## src/rtl/muldiv_pkg.sv

```systemverilog
// Shared op encodings, FSM state type and helpers for the HI/LO multiply/divide unit.
// Pure declarations: no latency, no backpressure.
package muldiv_pkg;

  localparam logic [3:0] OP_MULT  = 4'b1011;
  localparam logic [3:0] OP_MULTU = 4'b1100;
  localparam logic [3:0] OP_DIV   = 4'b1101;
  localparam logic [3:0] OP_DIVU  = 4'b1110;

  localparam int DIV_STEPS = 32;

  typedef enum logic [1:0] {
    IDLE,
    MUL,
    DIV,
    FIX
  } muldiv_state_t;

  function automatic logic [31:0] mag32(input logic [31:0] v, input logic is_signed);
    return (is_signed && v[31]) ? (~v + 32'd1) : v;
  endfunction

endpackage

```

## src/rtl/muldiv_div_step.sv

```systemverilog
// One restoring-division iteration on unsigned magnitudes; purely combinational.
// Zero latency, no backpressure: the caller registers rem/quo every cycle.
module div_step (
  input  logic [31:0] rem_i,
  input  logic [31:0] quo_i,
  input  logic [31:0] divisor_i,
  output logic [31:0] rem_o,
  output logic [31:0] quo_o
);

  logic [32:0] shifted;
  logic [32:0] diff;

  always_comb begin
    shifted = {rem_i, quo_i[31]};
    diff    = shifted - {1'b0, divisor_i};
    // rem stays below divisor, so a non-negative diff always fits in 32 bits
    if (!diff[32]) begin
      rem_o = diff[31:0];
      quo_o = {quo_i[30:0], 1'b1};
    end else begin
      rem_o = shifted[31:0];
      quo_o = {quo_i[30:0], 1'b0};
    end
  end

endmodule

```

## src/rtl/muldiv_unit.sv

```systemverilog
// MULT/MULTU/DIV/DIVU sequencer owning HI/LO; multiply MUL_CYCLES cycles, divide 33 cycles.
// busy stalls the issuing stage combinationally from the start cycle until the cycle after done.
module muldiv_unit
  import muldiv_pkg::*;
#(
  parameter int MUL_CYCLES = 4
) (
  input  logic        clk_i,
  input  logic        reset_i,
  input  logic        start_i,
  input  logic [3:0]  op_i,
  input  logic [31:0] a_i,
  input  logic [31:0] b_i,
  input  logic        hi_we_i,
  input  logic        lo_we_i,
  input  logic [31:0] wdata_i,
  input  logic        flush_i,
  output logic        busy_o,
  output logic        done_o,
  output logic [31:0] hi_o,
  output logic [31:0] lo_o
);

  localparam int CNT_W = (MUL_CYCLES > 32) ? $clog2(MUL_CYCLES) : 5;

  muldiv_state_t state_q, state_d;
  logic [CNT_W-1:0] cnt_q, cnt_d;
  logic [31:0] hi_q, hi_d, lo_q, lo_d;
  logic [31:0] a_q, a_d, b_q, b_d;
  logic        sgn_q, sgn_d;
  logic [31:0] rem_q, rem_d, quo_q, quo_d, dvs_q, dvs_d;
  logic [31:0] step_rem, step_quo;

  logic signed [32:0] mul_a_ext, mul_b_ext;
  logic signed [63:0] prod_c;
  logic [63:0]        prod_w;

  // Sign/zero extension to 33 bits makes one signed multiply serve both MULT and MULTU
  assign mul_a_ext = {sgn_q & a_q[31], a_q};
  assign mul_b_ext = {sgn_q & b_q[31], b_q};
  assign prod_c    = 64'(mul_a_ext) * 64'(mul_b_ext);

  generate
    if (MUL_CYCLES == 1) begin : g_no_pipe
      assign prod_w = prod_c;
    end else begin : g_pipe
      logic [63:0] stage_q [MUL_CYCLES-1];
      always_ff @(posedge clk_i) begin
        stage_q[0] <= prod_c;
        for (int i = 1; i < MUL_CYCLES - 1; i++) begin
          stage_q[i] <= stage_q[i-1];
        end
      end
      assign prod_w = stage_q[MUL_CYCLES-2];
    end
  endgenerate

  div_step u_div_step (
    .rem_i    (rem_q),
    .quo_i    (quo_q),
    .divisor_i(dvs_q),
    .rem_o    (step_rem),
    .quo_o    (step_quo)
  );

  assign busy_o = start_i | (state_q != IDLE);
  assign hi_o   = hi_q;
  assign lo_o   = lo_q;

  always_comb begin
    state_d = state_q;
    cnt_d   = cnt_q;
    hi_d    = hi_q;
    lo_d    = lo_q;
    a_d     = a_q;
    b_d     = b_q;
    sgn_d   = sgn_q;
    rem_d   = rem_q;
    quo_d   = quo_q;
    dvs_d   = dvs_q;
    done_o  = 1'b0;

    case (state_q)
      IDLE: begin
        if (start_i) begin
          if (op_i == OP_MULT || op_i == OP_MULTU) begin
            state_d = MUL;
            cnt_d   = CNT_W'(MUL_CYCLES - 1);
            a_d     = a_i;
            b_d     = b_i;
            sgn_d   = (op_i == OP_MULT);
          end else if (op_i == OP_DIV || op_i == OP_DIVU) begin
            state_d = DIV;
            cnt_d   = CNT_W'(DIV_STEPS - 1);
            a_d     = a_i;
            b_d     = b_i;
            sgn_d   = (op_i == OP_DIV);
            rem_d   = '0;
            quo_d   = mag32(a_i, op_i == OP_DIV);
            dvs_d   = mag32(b_i, op_i == OP_DIV);
          end
        end else begin
          if (hi_we_i) hi_d = wdata_i;
          if (lo_we_i) lo_d = wdata_i;
        end
      end
      MUL: begin
        if (cnt_q == '0) begin
          {hi_d, lo_d} = prod_w;
          done_o       = 1'b1;
          state_d      = IDLE;
        end else begin
          cnt_d = cnt_q - 1'b1;
        end
      end
      DIV: begin
        rem_d = step_rem;
        quo_d = step_quo;
        if (cnt_q == '0) begin
          state_d = FIX;
        end else begin
          cnt_d = cnt_q - 1'b1;
        end
      end
      FIX: begin
        // Divide by zero leaves the raw dividend in HI and all-ones in LO, no trap
        if (dvs_q == '0) begin
          lo_d = '1;
          hi_d = a_q;
        end else begin
          lo_d = (sgn_q && (a_q[31] ^ b_q[31])) ? (~quo_q + 32'd1) : quo_q;
          hi_d = (sgn_q && a_q[31]) ? (~rem_q + 32'd1) : rem_q;
        end
        done_o  = 1'b1;
        state_d = IDLE;
      end
      default: state_d = IDLE;
    endcase

    if (flush_i || reset_i) begin
      state_d = IDLE;
      cnt_d   = '0;
      hi_d    = hi_q;
      lo_d    = lo_q;
      done_o  = 1'b0;
    end
  end

  always_ff @(posedge clk_i) begin
    if (reset_i) begin
      state_q <= IDLE;
      cnt_q   <= '0;
      hi_q    <= '0;
      lo_q    <= '0;
      a_q     <= '0;
      b_q     <= '0;
      sgn_q   <= 1'b0;
      rem_q   <= '0;
      quo_q   <= '0;
      dvs_q   <= '0;
    end else begin
      state_q <= state_d;
      cnt_q   <= cnt_d;
      hi_q    <= hi_d;
      lo_q    <= lo_d;
      a_q     <= a_d;
      b_q     <= b_d;
      sgn_q   <= sgn_d;
      rem_q   <= rem_d;
      quo_q   <= quo_d;
      dvs_q   <= dvs_d;
    end
  end

endmodule
```

## config.mk

```make
export PLATFORM = sky130hd
export DESIGN_NAME = muldiv_unit
export DESIGN_NICKNAME = d
export VERILOG_FILES = /design/src/rtl/muldiv_pkg.sv /design/src/rtl/muldiv_div_step.sv /design/src/rtl/muldiv_unit.sv
export SDC_FILE = /design/constraint.sdc
export NUM_CORES = 2
export LEC_CHECK = 0
export BUFFER_PORTS_ARGS = -buffer_cell sky130_fd_sc_hd__buf_2
export CAP_MARGIN = 40
export CORE_MARGIN = 3
export CORE_UTILIZATION = 58
export CTS_BUF_LIST = sky130_fd_sc_hd__clkbuf_8
export DETAILED_ROUTE_END_ITERATION = 10
export GPL_TIMING_DRIVEN = 0
export HOLD_SLACK_MARGIN = 0.15
export PLACE_DENSITY = 0.75
export SKIP_CTS_REPAIR_TIMING = 1
export SYNTH_ARGS = -nofsm -noshare
export SYNTH_HDL_FRONTEND = slang
export SYNTH_SLANG_ARGS = --single-unit
```

## constraint.sdc

```tcl
create_clock -name clk_i -period 10.5 [get_ports clk_i]
set_clock_uncertainty 0.1 [all_clocks]
set_input_delay 3.15 -clock clk_i [delete_from_list [all_inputs] [get_ports clk_i]]
set_output_delay 3.15 -clock clk_i [all_outputs]
set_load 0.03 [all_outputs]
```

==> flow_summary.toml <==
[global_routing]
grt_usage_pct = 41.8
gr-total-overflow = 0
antenna_found_initial = 17
grt_pass1_vias = 47600
grt_max_degree = 19
grt_pass1_wl_microns = 303000

[critical_path]
crit_required_ns = 10.95
worst_r2r_endpoint = "g_pipe.stage_q[0][57]"
crit_end = "g_pipe.stage_q[0][57]"
critical_path.slowest_cell = "fa_2"
crit_type = "flip-flop to flip-flop"
critPathLaunchType = "flip-flop"
cpMostUsedCell = "fa_1"
cp_slowest_stage_delay_ns = 0.69
rr_worst_depth = 32
cp-end-kind = "flip-flop"
r2r_slack_ns = 0.24
critPathArrivalTime_ns = 10.72
rr_startpoint = "a_q[31]"
cp-startpoint = "a_q[31]"
critPathMaxFanout = 10

[synth]
ys_ff_latch = 424
synthTopCellsByArea = "fa_1 40%, dfxtp_1 15%, inv_1 7.7%, nand2_1 7.0%, ha_1 5.7%"
async_flop_share_pct = 0
synth_largest_area_cell = "fa_1"
synth_edf_count = 0
syn_area_per_cell_sq_um = 8.93
synth_nets = 7733
synth_flop_cell = "dfxtp_1"
synth_cells = 6246
synth_top_area_share_pct = 40.4
ys.warnings.count = 0
synth_area_sq_um = 55800
synth-seq-area-share_pct = 15.2
synth_cell_types = 72

[cells_and_area]
drive_gt1_share_pct = 6.13
mostFrequentLayoutCells = "1,165 x inv_1, 1,124 x fa_1, 1,047 x nand2_1"
fin_cells = 7917
multiInputGateArea_sq_um = 41500
nets = 8063
fin_util_pct = 64.0
fillers = 8258
syn2layout_area_growth_pct = 9.19
final_common_cell = "inv_1"
seqCellArea_sq_um = 8490

[floorplanning]
core-area_sq_um = 95200
pin_count = 172
die_area_sq_um = 99900
die_width_microns = 316
chipHeight_microns = 316
start_util_pct = 58.6
num_rows = 113

[clock_network]
insertion_delay_ns = 0.69
clkSinkCount = 424
clk_path_buf_depth = 3
numCtsBuffers = 71
cts_root_buf = "clkbuf_8"
cts.clk_slew.worst_paths_ns = 0.07
ctsHtreeMaxLevel = 3
cts_tree = "done"

[pwr]
vdd_drop_max_mv = 0.0854
p_per_area_nw_per_um2 = 72.9
leakagePower_nw = 28.5

[place]
place_ws_ns = -0.391
gp_congestion = 1.04
numPlacedInstances = 7760
port_buffers = 170
dp_hpwl_microns = 175000

[timing]
slew_violations = 0
period_needed_ns = 10.26
worstMarginPinSlew_ns = 1.00
slew_headroom_pct = 33.2
setup_ws_ns = 0.237
hold_viol_final = 0
max_freq_mhz = 97.4
whs_ns = 0.184
fin_crit_sh_pct = 97.7
finalSetupViolations = 0

[route]
drt_iter0_drc = 5486
wl_per_cell_microns = 26.0
drtAntennaViolNets = 0
dr.pass1.iters = 8
wl_microns = 206000
drc = 0
avgViaCountPerCell = 5.94
via_count = 47100

[run]
maxCapViolations = 0

[run_status]
status = "finished, final reports clean"

[worst_hold_path]
hp-class = "flip-flop to flip-flop"
[Yosys cell counts, types with 14 or more instances]
master and count:
a211oi_1 49, a21o_1 45, a21oi_1 225, a22oi_1 54, a311oi_1 62, a31oi_1 20
and2_1 361, and3_1 32, clkbuf_1 371, dfxtp_1 424, fa_1 1126, ha_1 255
inv_1 1149, mux2i_1 25, nand2_1 1047, nand2b_1 20, nand3_1 25, nand4_1 16
nor2_1 233, nor3_1 28, nor4_1 21, o211ai_1 31, o21ai_0 204, o21bai_1 14
o31ai_1 22, o41ai_1 15, or2_2 14, or3_1 14, xnor2_1 117, xor2_1 99
[sequential cells by signal (all words and copies together) (netlist names)]
name	count
g_pipe.stage_q	192
b_q	32
cnt_q	5
quo_q	32
a_q	32
dvs_q	32
sgn_q	1
lo_o	32
rem_q	32
state_q	2
hi_o	32
[worst max-delay path: cells and delay by family, from the launching register on]
kind                     cells  cell delay (ns)
adder cells (fa/ha/maj)      9             4.59
buffers and inverters       12             2.12
AND/OR/NAND/NOR              8             1.95
AO/OA/AOI/OAI                2             0.65
flip-flops                   1             0.43
XOR/XNOR                     1             0.27
[worst min-delay path by stage]
stage / cells after the start / startpoint / endpoint / slack (ns)
global placement: 0 / g_pipe.stage_q[0][46] / g_pipe.stage_q[0][110] / 0.21
detailed placement: 0 / g_pipe.stage_q[0][43] / g_pipe.stage_q[0][107] / 0.21
global route: 0 / g_pipe.stage_q[0][2] / g_pipe.stage_q[0][66] / 0.19
CTS: 0 / g_pipe.stage_q[0][91] / g_pipe.stage_q[0][155] / 0.18
floorplan: 0 / g_pipe.stage_q[0][36] / g_pipe.stage_q[0][100] / 0.21
finish: 0 / g_pipe.stage_q[0][2] / g_pipe.stage_q[0][66] / 0.18
[cells by family after synthesis]
logic type	share of synthesized area, %
simple gates	15.2
buf+inv	10.3
fa+ha+maj	46.1
compound gates	9.24
flops	15.2
xor+xnor	3.39
mux	0.469
[through the flow]
step           setup TNS [ns]  total power (W)  instance area [sq um]
4_1_cts                 -3.17          0.00440                  60700
6_report                    0          0.00444                  60900
2_1_floorplan               0          0.00233                  55800
3_3_place_gp           -11.16          0.00274                  58200
5_1_grt               -0.0284          0.00457                  60800
3_5_place_dp            -2.41          0.00278                  59200
[metal layers]
layer | GRT usage (%) | vias to the layer above | part of all wire, %
met4 | 26.4 | 8 | 7.7
li1 | - | 19800 | -
met3 | 12.2 | 714 | 12
met2 | 63.1 | 2875 | 44
met1 | 53.1 | 23700 | 36
met5 | 0.484 | - | 0.052
[report_power, final]
part	switching, W	internal, W
logic	0.000708	0.000310
clock network	0.000732	0.000916
registers	0.0000801	0.00169
total	0.00152	0.00292
[layout make-up]
type                       count  share of cell area (%)
multi-input combinational   4294                    68.2
sequential                   424                    13.9
inverter                    1149                    7.09
timing repair buffer         257                    3.11
tap                         1265                    2.60
buffer                       379                    2.37
clock buffer                  84                    1.90
clock inverter                40                   0.690
antenna                       25                   0.103
Note: power is estimated with default switching activity, not from simulation.
